### src/rtl/risc_mem_pkg.sv
// Shared encodings for the data-memory load/store path.
// Latency: n/a (types, constants and one pure helper function).
// Backpressure: n/a.
package risc_mem_pkg;

    // Access size encodings carried on req_size
    localparam logic [1:0] SZ_BYTE = 2'b00;
    localparam logic [1:0] SZ_HALF = 2'b01;
    localparam logic [1:0] SZ_WORD = 2'b10;
    localparam logic [1:0] SZ_ILL  = 2'b11;

    // Right-justified lane masks; shifted into place by the byte offset
    localparam logic [31:0] LANE_MASK_B = 32'h0000_00ff;
    localparam logic [31:0] LANE_MASK_H = 32'h0000_ffff;
    localparam logic [31:0] LANE_MASK_W = 32'hffff_ffff;

    // Load/store sequencer states
    typedef enum logic [2:0] {
        ST_IDLE   = 3'd0,
        ST_LOAD   = 3'd1,
        ST_RMW_RD = 3'd2,
        ST_STORE  = 3'd3,
        ST_RESP   = 3'd4
    } lsu_state_t;

    // Illegal size, or an access that does not sit on its natural boundary
    function automatic logic is_misaligned(input logic [1:0] size, input logic [1:0] addr_lo);
        logic bad;
        bad = 1'b0;
        case (size)
            SZ_BYTE: bad = 1'b0;
            SZ_HALF: bad = addr_lo[0];
            SZ_WORD: bad = (addr_lo != 2'b00);
            default: bad = 1'b1;
        endcase
        return bad;
    endfunction

endpackage

### src/rtl/lsu_lane_align.sv
// Lane extraction with sign/zero extension for loads, lane merge into the old word for stores.
// Latency: purely combinational.
// Backpressure: none; outputs follow inputs.
module lsu_lane_align
    import risc_mem_pkg::*;
(
    input  logic [1:0]  size,
    input  logic        is_unsigned,
    input  logic [1:0]  addr_lo,
    input  logic [31:0] old_word,
    input  logic [31:0] store_data,
    output logic [31:0] load_data,
    output logic [31:0] merged_word
);

    logic [4:0]  shamt;
    logic [31:0] lane_mask;
    logic [31:0] shifted;
    logic        sext;

    // Bit offset and in-place mask of the addressed lane (little-endian)
    always_comb begin
        shamt     = 5'd0;
        lane_mask = LANE_MASK_W;
        case (size)
            SZ_BYTE: begin
                shamt     = {addr_lo, 3'b000};
                lane_mask = LANE_MASK_B << shamt;
            end
            SZ_HALF: begin
                shamt     = {addr_lo[1], 4'b0000};
                lane_mask = LANE_MASK_H << shamt;
            end
            default: begin
                shamt     = 5'd0;
                lane_mask = LANE_MASK_W;
            end
        endcase
    end

    assign shifted = old_word >> shamt;

    // Right-justify the lane and fill the upper bits from its sign or with zero
    always_comb begin
        sext      = 1'b0;
        load_data = old_word;
        case (size)
            SZ_BYTE: begin
                sext      = ~is_unsigned & shifted[7];
                load_data = {{24{sext}}, shifted[7:0]};
            end
            SZ_HALF: begin
                sext      = ~is_unsigned & shifted[15];
                load_data = {{16{sext}}, shifted[15:0]};
            end
            default: begin
                sext      = 1'b0;
                load_data = old_word;
            end
        endcase
    end

    // Keep the untouched lanes of the old word, drop the new lane(s) in place
    assign merged_word = (old_word & ~lane_mask) | ((store_data << shamt) & lane_mask);

endmodule

### src/rtl/load_store_unit.sv
// Data-memory initiator: one load/store at a time, sub-word stores as read-modify-write.
// Latency accept->rsp_valid: error 1, load 2, word store 2, sub-word store 3 cycles.
// Backpressure: req_ready only in IDLE; rsp_valid is a one-cycle pulse with no backpressure.
module load_store_unit
    import risc_mem_pkg::*;
#(
    parameter int ADDR_W = 32,
    parameter int DATA_W = 32   // lane logic is 32-bit only
) (
    input  logic              clk,
    input  logic              rst_n,
    input  logic              req_valid,
    output logic              req_ready,
    input  logic              req_we,
    input  logic [1:0]        req_size,
    input  logic              req_unsigned,
    input  logic [ADDR_W-1:0] req_addr,
    input  logic [DATA_W-1:0] req_wdata,
    output logic              rsp_valid,
    output logic              rsp_err,
    output logic [DATA_W-1:0] rsp_rdata,
    output logic              mem_we,
    output logic [ADDR_W-1:0] mem_addr,
    output logic [DATA_W-1:0] mem_wdata,
    input  logic [DATA_W-1:0] mem_rdata
);

    lsu_state_t        state;
    logic [1:0]        l_size;
    logic              l_uns;
    logic [ADDR_W-1:0] l_addr;
    logic [DATA_W-1:0] l_wdata;
    logic              err_q;

    logic              accept;
    logic              req_bad;
    logic [DATA_W-1:0] lane_load;
    logic [DATA_W-1:0] lane_merged;

    assign req_ready = (state == ST_IDLE);
    assign accept    = req_valid & req_ready;
    assign req_bad   = is_misaligned(req_size, req_addr[1:0]);

    // Memory-side outputs come only from registered state, never from request inputs
    assign mem_we    = (state == ST_STORE);
    assign mem_addr  = (state == ST_IDLE) ? '0 : {l_addr[ADDR_W-1:2], 2'b00};
    assign rsp_valid = (state == ST_RESP);
    assign rsp_err   = (state == ST_RESP) & err_q;

    lsu_lane_align u_align (
        .size        (l_size),
        .is_unsigned (l_uns),
        .addr_lo     (l_addr[1:0]),
        .old_word    (mem_rdata),
        .store_data  (l_wdata),
        .load_data   (lane_load),
        .merged_word (lane_merged)
    );

    // Request latch: captured only on accept so inputs are ignored while busy
    always_ff @(posedge clk or negedge rst_n) begin
        if (!rst_n) begin
            l_size  <= SZ_BYTE;
            l_uns   <= 1'b0;
            l_addr  <= '0;
            l_wdata <= '0;
            err_q   <= 1'b0;
        end else if (accept) begin
            l_size  <= req_size;
            l_uns   <= req_unsigned;
            l_addr  <= req_addr;
            l_wdata <= req_wdata;
            err_q   <= req_bad;
        end
    end

    // Sequencer; direction is carried by the state so no separate write flag is kept
    always_ff @(posedge clk or negedge rst_n) begin
        if (!rst_n) begin
            state <= ST_IDLE;
        end else begin
            case (state)
                ST_IDLE: begin
                    if (accept) begin
                        if (req_bad)               state <= ST_RESP;
                        else if (!req_we)          state <= ST_LOAD;
                        else if (req_size == SZ_WORD) state <= ST_STORE;
                        else                       state <= ST_RMW_RD;
                    end
                end
                ST_LOAD:   state <= ST_RESP;
                ST_RMW_RD: state <= ST_STORE;
                ST_STORE:  state <= ST_RESP;
                ST_RESP:   state <= ST_IDLE;
                default:   state <= ST_IDLE;
            endcase
        end
    end

    // Write word: raw store data for word stores, merged old word for sub-word stores
    always_ff @(posedge clk or negedge rst_n) begin
        if (!rst_n) begin
            mem_wdata <= '0;
        end else if (accept && !req_bad && req_we && (req_size == SZ_WORD)) begin
            mem_wdata <= req_wdata;
        end else if (state == ST_RMW_RD) begin
            mem_wdata <= lane_merged;
        end
    end

    // Response data changes only on the edge entering RESP, so it holds between responses
    always_ff @(posedge clk or negedge rst_n) begin
        if (!rst_n) begin
            rsp_rdata <= '0;
        end else if (state == ST_LOAD) begin
            rsp_rdata <= lane_load;
        end else if (state == ST_STORE) begin
            rsp_rdata <= '0;
        end else if (accept && req_bad) begin
            rsp_rdata <= '0;
        end
    end

endmodule
### config.mk
export PLATFORM = sky130hd
export DESIGN_NAME = load_store_unit
export DESIGN_NICKNAME = d
export VERILOG_FILES = /design/src/rtl/risc_mem_pkg.sv /design/src/rtl/lsu_lane_align.sv /design/src/rtl/load_store_unit.sv
export SDC_FILE = /design/constraint.sdc
export NUM_CORES = 1
export LEC_CHECK = 0
export CELL_PAD_IN_SITES_DETAIL_PLACEMENT = 2
export CELL_PAD_IN_SITES_GLOBAL_PLACEMENT = 2
export CORE_ASPECT_RATIO = 1.2
export CORE_MARGIN = 2
export CORE_UTILIZATION = 31
export CTS_BUF_LIST = sky130_fd_sc_hd__clkbuf_4
export CTS_CLUSTER_SIZE = 14
export DETAILED_ROUTE_END_ITERATION = 10
export PLACE_DENSITY_LB_ADDON = 0.1
export SYNTH_ARGS = -nofsm -noshare
export SYNTH_HDL_FRONTEND = slang
export SYNTH_SLANG_ARGS = --single-unit
### constraint.sdc
create_clock -name clk -period 4.3 [get_ports clk]
set_input_delay 0.43 -clock clk [delete_from_list [all_inputs] [get_ports clk]]
set_output_delay 0.43 -clock clk [all_outputs]
set_load 0.02 [all_outputs]
# Yosys cells after proc, flatten, opt, wreduce, memory -nomap -nowiden
# Index checks and enable logic that the tools add are counted.
# op_classes
n_eq_ne	8
shift	4
mux	15
n_bitwise	9
n_reduce_logical	12
# op_table
operator	n
2-to-1 mux 32 bit	6
one-hot mux 32 bit (2 select lines)	2
bitwise AND 32 bit	2
inverter 32 bit	1
OR 32 bit	1
left shift 16 x 5 -> 32 bit, first input constant	1
left shift 32 x 5 -> 32 bit	1
left shift 8 x 5 -> 32 bit, first input constant	1
>> shifter 32 x 5 -> 16 bit	1
one-hot mux 5 bit (2 select lines)	1
one-hot mux 3 bit (3 select lines)	1
== test 3 x 2 -> 1 bit, second input constant	2
2-to-1 mux 3 bit	2
bitwise AND 1 bit	4
== test 2 x 1 -> 1 bit, second input constant	2
logical AND 1 bit	4
zero test 2 bit	2
nonzero test 2 bit	2
== test 3 x 1 -> 1 bit, second input constant	1
== test 3 bit, second input constant	1
zero test 3 bit	1
one-hot mux 1 bit (3 select lines)	1
nonzero test 3 bit	1
== test 2 bit, second input constant	1
other kinds (6)	6
# totals
register_bits	135
inputBits	103
out_inout_bits	100
elab_cells	56

# Depth between registers and ports, before layout
# Gate-level depths: netlist of run 1.
# depth
depth_word	7
mapped_depth	8
ltp_nobuf	4

# Modules after synthesis
# Synthesis of run 1 repeated with hierarchy kept, for this count alone.
# hier_totals
hier_cells	684
area_unflattened_um2	7303.3
# by_module_without_submodules
module	instances	cells_each	area_each_um2
load_store_unit	1	447	5949.5
lsu_lane_align	1	237	1353.8

# Worst setup path before layout of run 1
# No wires, ideal clock.
# synth_path
kind	reg2reg
startpoint	reg state[1]
endpoint	reg mem_wdata[8]
setup_time_ns	0.135
t_arrival_ns	1.889
required_time_ns	4.165
slack_ns	2.276
path_stages_with_launch	9
synth_period_minus_slack_ns	2.024
cell_sequence	dfrtp_1 > buf_6 > or4b_4 > buf_6 > o31a_1 > buf_6 > buf_6 > a22oi_2 > o31ai_1
# synth_between
elab_chain_cells	6
elab_cells_between_ends	8
classes_between	eq/ne (1); mux (1); bitwise (1); reduce/logical (5)
# synth_lines
element	line	text
start, declared	load_store_unit.sv:28	lsu_state_t state;
start signal, assigned	load_store_unit.sv:80	state <= ST_IDLE;
start signal, assigned	load_store_unit.sv:85	if (req_bad) state <= ST_RESP;
start signal, assigned	load_store_unit.sv:86	else if (!req_we) state <= ST_LOAD;
zero test 3 bit	load_store_unit.sv:40	assign req_ready = (state == ST_IDLE);
bitwise AND 1 bit	load_store_unit.sv:41	assign accept = req_valid & req_ready;
logical AND 1 bit (3 in a row)	load_store_unit.sv:104	end else if (accept && !req_bad && req_we && (req_size == SZ_WORD)) begin
2-to-1 mux 32 bit or nonzero test 2 bit (tied branches)	n/a	
end signal, assigned	load_store_unit.sv:105	mem_wdata <= req_wdata;
end signal, assigned	load_store_unit.sv:107	mem_wdata <= lane_merged;
end, declared	load_store_unit.sv:24	output logic [DATA_W-1:0] mem_wdata,
# Several ways; a longest one is shown, not always the timed one.
# A chain may end at the register's enable or synchronous reset.

# Worst setup path in the final report of run 1
# layout_path
startpoint	reg state[0]
endpoint	reg mem_wdata[5]
# Same word-level chain as after synthesis.

==> results of run 1 <==
## worst min-delay path by stage
stage               depth (start not counted)       endpoint          from
finish                                      2   rsp_rdata[5]         rst_n
global route                                3      l_addr[8]   req_addr[8]
CTS                                         3     l_addr[23]  req_addr[23]
detailed placement                          1  rsp_rdata[13]         rst_n
global placement                            2      l_addr[8]     l_addr[8]
floorplan                                   0          err_q         rst_n
## registers in the layout, summed over array words and instances, names as in the netlist
signal,flops
l_addr,32
l_wdata,32
mem_wdata,32
rsp_rdata,32
state,3
l_size,2
err_q,1
l_uns,1
## logic make-up after synthesis
kind of cell,count (synthesis),share of synthesized area [%]
AND/OR/NAND/NOR,392,25.5
AO/OA/AOI/OAI,188,19.4
flip-flops,135,47.9
buffers and inverters,86,5.29
multiplexers,13,1.92
other,1,0.0532
## worst max-delay path, stage by stage (launching register included)
cell and delay (ps):
dfrtp_1 610, or3b_2 810, o31a_1 1020, a22oi_1 140, o21ai_0 160
## layout make-up
class	count	area, µm²	area share (%)
repair buffers	218	2140	22.3
inverters	18	67.6	0.705
clock inverters	14	174	1.81
flip-flops and latches	135	3380	35.2
well taps	279	349	3.64
clock buffers	18	135	1.41
multi-input cells	595	3340	34.8
diodes	2	5.00	0.0522
## through the flow
stage	hold WS (ps)	cell area, µm²	std cells
2_1_floorplan	134	7060	816
3_3_place_gp	450	9270	1244
3_5_place_dp	458	9270	1244
4_1_cts	332	9580	1277
5_1_grt	353	9590	1279
6_report	382	9590	1279
## routing by layer
metal | vias up | GRT usage [%] | part of all wire, %
met3 | 48 | 5.93 | 6.4
met5 | - | 0 | 0
met4 | 0 | 9.30 | 3.3
met2 | 202 | 40.1 | 49
met1 | 3444 | 29.0 | 42
li1 | 3173 | - | -
## report_power, final
group	total (mW)	switching (mW)	internal (mW)
logic	4.02	2.35	1.67
registers	2.41	0.549	1.86
clock network	0.958	0.544	0.414
total	7.38	3.44	3.94
## synth_stat cells, types with 3 or more instances
cell type	n	area (µm²)
nand2_1	254	953
dfrtp_1	135	3380
clkbuf_1	49	184
o21ai_0	46	230
nor2b_1	33	206
nand3_1	30	150
o211ai_1	26	195
o221ai_1	26	228
nand2b_1	17	106
inv_1	16	60.1
a21oi_1	15	75.1
and3_1	15	93.8
nor2_1	15	56.3
o31ai_1	12	90.1
a22oi_2	10	125
buf_2	10	50.1
a22oi_1	9	67.6
mux2i_1	9	90.1
a32o_1	7	70.1
a32oi_1	7	61.3
nor3_1	6	30.0
a2111oi_0	5	43.8
buf_6	4	45.0
mux2_2	4	45.0
o21a_1	4	30.0
o21ai_1	4	20.0
o22ai_1	4	25.0
a31oi_1	3	18.8
buf_1	3	11.3
nand3b_1	3	22.5
or4bb_1	3	33.8
## what timing repair did
item	4_1_cts	5_1_grt
hold endpoints to repair	59	0
resized for setup	0	0
hold buffers	1	0
==> impl_results.md, run 1 <==
- WL per Instance: 21.9 µm
- Largest net degree at the start of global routing: 78
- Clock edge transition at the registers on the reported setup and hold paths: 150 ps
- Number of H-tree levels: 4
- Initial antenna violation count: 1
- Slew HR: 23.3%
- Commonest non-fill, non-tap cells in the layout: 254 x nand2_1, 199 x clkdlybuf4s50_1, 135 x dfrtp_1, 45 x o21ai_0, 33 x nor2b_1
- Synth warn: 0
- First drt pass iteration count: 4
- First-pass GRT wire length: 43700 µm
- Final period utilization: 66.6%
- Aggregate routed wire length: 28000 µm
- Final Core Density: 42.9%
- Sequential area share after synthesis: 47.9%
- Slew @ Worst Pin: 1140 ps
- Total power: between 7 and 8 mW
- P&R area growth vs syn: 35.9%
- Vias: 6867
- Final-report hold violation count: 0
- Number of buffers created by CTS: 17
- Initial DRC count: 326
- Setup Skew: 33.0 ps
- Worst endpoint required time: 4750 ps
- Synth Flop Type: dfrtp_1
- Startpoint Class: flip-flop
- Post-DP HPWL: 20000 µm
- Core ar.: roughly 22000 µm²
- Site Rows: 60
- Final setup vio count: 0
- CTS Root Cell: clkbuf_4
- Clock Path Buffers: 2
- Vias in the first global route: 7466
- Setup TNS: 0 ps
- Leak pwr: approximately 4.1 nW
- R2R cell count: 4
- Setup crit end: mem_wdata[5]
- Cells after synthesis: between 800 and 900
- Post-route DRC: 0
- Max Clk Rate: 349 MHz
- DR vias/cell: 5.37
- Chip Height: 169 µm
- Synthesized cell area: approximately 7100 µm²
- R2r setup slk: about 1400 ps
- Final WS setup: 1440 ps
- Worst-Skew Late Latency: 570 ps
- MaxCap Viol Count: 0
- Commonest non-fill, non-tap cell in the layout: nand2_1
- Setup Buffers After CTS: 0
- Min-Delay Path Class: in2async
- Post-route ant nets: 0
- Status: finished clean
- Max-slew violations: 0
- Fin crit period: 2860 ps
- Pwr per Cell Area: 770 nW/µm²
- Crit path max fanout: 39
- Number of fill cells: about 2500
- Die area: 24000 µm²
- PortBufs: 200
- CTS sink count: 135
- Die Span X: between 100 and 150 µm
- Syn_area_per_cell: just under 9 µm²
- Worst Path Arrival: 3320 ps
- Worst reg2reg endpoint: mem_wdata[5]
- Fraction of registers with async set or reset after synthesis: 100%
- Post-synth EDFFs: 0
- Initial Util: 31.5%
- Cell variety after synth: 53
- R2r startpoint: state[0]
- Synth Register Bits: 135
- Num ports: 203
- Final nets: around 1100
- Global-route usage over all layers: 23.7%
- Crit end category: flip-flop
- RSZ-0062 raised after global routing: false
- Critical path class: reg2reg
- CTS tree: yes
- Worst vdd ir: 0.315 mV
- Share of layout cells above drive strength 1: 7.92%
- CP Launch Point: state[0]
- Pre-CTS setup slack: approximately 1100 ps
- GPL Wtd Cong: about 0.80
- Total grt overflow: 0
No activity file was read; power rests on OpenSTA's default activity.
==> run 2, diff against run 1 <==
--- a/config.mk
+++ b/config.mk
@@ -9,7 +9,7 @@
 export CELL_PAD_IN_SITES_GLOBAL_PLACEMENT = 2
 export CORE_ASPECT_RATIO = 1.2
 export CORE_MARGIN = 2
-export CORE_UTILIZATION = 31
+export CORE_UTILIZATION = 29
 export CTS_BUF_LIST = sky130_fd_sc_hd__clkbuf_4
 export CTS_CLUSTER_SIZE = 14
 export DETAILED_ROUTE_END_ITERATION = 10
==> constraint.sdc (replaced) <==
create_clock -name clk -period 2.7 [get_ports clk]
set_input_delay 0.27 -clock clk [delete_from_list [all_inputs] [get_ports clk]]
set_output_delay 0.27 -clock clk [all_outputs]
set_load 0.02 [all_outputs]
==> run 2 against run 1 <==
  * First-iteration DRC count down 19%
  * Clock-buffer cell count unchanged
  * Power up 66%
  * Routed wire length up 4.3%
  * Critical endpoint is now mem_addr[29]
  * Largest cell class unchanged
  * Largest power group unchanged
==> impl_results.md, run 2 (same netlist as run 1, synthesis figures left out) <==
- PortBufs: 200
- Crit path max fanout: 31
- Core ar.: 23900 µm²
- Post-route ant nets: 0
- P&R area growth vs syn: 40.3%
- MaxCap Viol Count: 0
- Startpoint Class: flip-flop
- Final nets: 1112
- Aggregate routed wire length: 29200 µm
- RSZ-0062 raised after global routing: false
- Leak pwr: 4.25 nW
- Num ports: 203
- Vias in the first global route: between 7000 and 8000
- Initial DRC count: between 200 and 300
- Clock Path Buffers: 2
- Pre-CTS setup slack: 336 ps
- Final Core Density: 41.4%
- Initial Util: 29.5%
- Setup TNS: 0 ps
- R2r setup slk: 500 ps
- Site Rows: between 60 and 70
- Largest net degree at the start of global routing: 78
- Initial antenna violation count: 1
- Die Span X: between 100 and 150 µm
- Pwr per Cell Area: 1240 nW/µm²
- CTS sink count: 135
- Number of H-tree levels: 4
- Met3 GRT Util: 6.53%
- GRT Max-Usage Layer: met2
- Crit end category: output pin
- Min-Delay Path Class: in2async
- First drt pass iteration count: 4
- Met2 Resource Use GR: 40.5%
- Final period utilization: around 94%
- Global-route usage over all layers: a little under a quarter
- Fin crit period: roughly 2500 ps
- Commonest non-fill, non-tap cell in the layout: nand2_1
- Placed inst area: 9530 µm²
- Worst vdd ir: 0.387 mV
- Post-DP HPWL: 21300 µm
- Max Clk Rate: approximately 400 MHz
- Worst Path Arrival: about 2300 ps
- Chip Height: around 170 µm
- Die area: 25600 µm²
- Share of layout cells above drive strength 1: approximately 10%
- Status: finished clean
- Commonest non-fill, non-tap cells in the layout: 254 x nand2_1, 199 x clkdlybuf4s50_1, 132 x dfrtp_1, 46 x o21ai_0, 37 x buf_4
- CTS tree: yes
- Met1 usage: 28.0%
- Slew HR: 52.5%
- Post-route DRC: 0
- GPL Wtd Cong: 0.800
- First-pass GRT wire length: roughly 46000 µm
- Setup Skew: 19.4 ps
- R2R cell count: 5
- Total grt overflow: 0
- CTS Root Cell: clkbuf_4
- WL per Instance: ~22 µm
- Final Instance Area: 9900 µm²
- Non-filler cells, final: 1344
- Final WS setup: 166 ps
- Slew @ Worst Pin: roughly 700 ps
- Vias: 6919
- Final hold slack: 194 ps
- Max-slew violations: 0
- Final-report hold violation count: 0
- Clock edge transition at the registers on the reported setup and hold paths: 130 ps
- Worst-Skew Late Latency: 580 ps
- Total power: 12.2 mW
- Cell Count Post-Placement: 1309
- Number of buffers created by CTS: 17
- Worst endpoint required time: 2430 ps
- DR vias/cell: 5.15
- Final setup vio count: 0
- Critical path class: reg2out
run 2: path summary, 6_finish.rpt:
path	startpoint	endpoint
setup / recovery	state[1]	mem_addr[29]
hold / removal	rst_n	rsp_rdata[4]
setup reg to reg	state[1]	mem_wdata[0]
hold reg to reg	l_addr[8]	l_addr[8]
max in group asynchronous	rst_n	l_addr[1]
min in group clk	req_addr[27]	l_addr[27]
run 2: power by group:
group	internal, mW	leakage, nW	switching, mW	total, mW
sequential	2.96	1.70	0.756	3.72
combinational	2.87	2.38	3.97	6.84
clock	0.829	0.172	0.846	1.67
run 2: cell type report:
cell class	count	area, µm²
multi-input cells	595	3340
diodes	2	5.00
well taps	320	400
inverters	18	67.6
fillers	2729	14000
flip-flops and latches	135	3380
repair buffers	242	2360
clock inverters	14	206
clock buffers	18	135
run 2: layer usage:
metal  up-vias  share of wire (%)  wire (µm)
met3        24                6.7       1970
met1      3490                 41      12000
met5         -                  0          0
li1       3219                  -          -
met4         0                1.8        512
met2       186                 50      14700
run 2: timing repair:
| item | 4_1_cts | 5_1_grt |
|---|---|---|
| hold buffers | 1 | 0 |
| gates resized for setup | 3 | 1 |
| pin swaps | 0 | 0 |
| endpoints found under the setup margin | 32 | 29 |
| buffers inserted | 0 | 0 |
| gates cloned | 0 | 0 |
| endpoints found under the hold margin | 43 | 0 |
run 2: critical path, cell delays in order (launching register included):
cell and delay [ps]:
dfrtp_2 520, nor3_2 220, buf_6 280, nor2b_1 80
clkdlybuf4s50_1 570
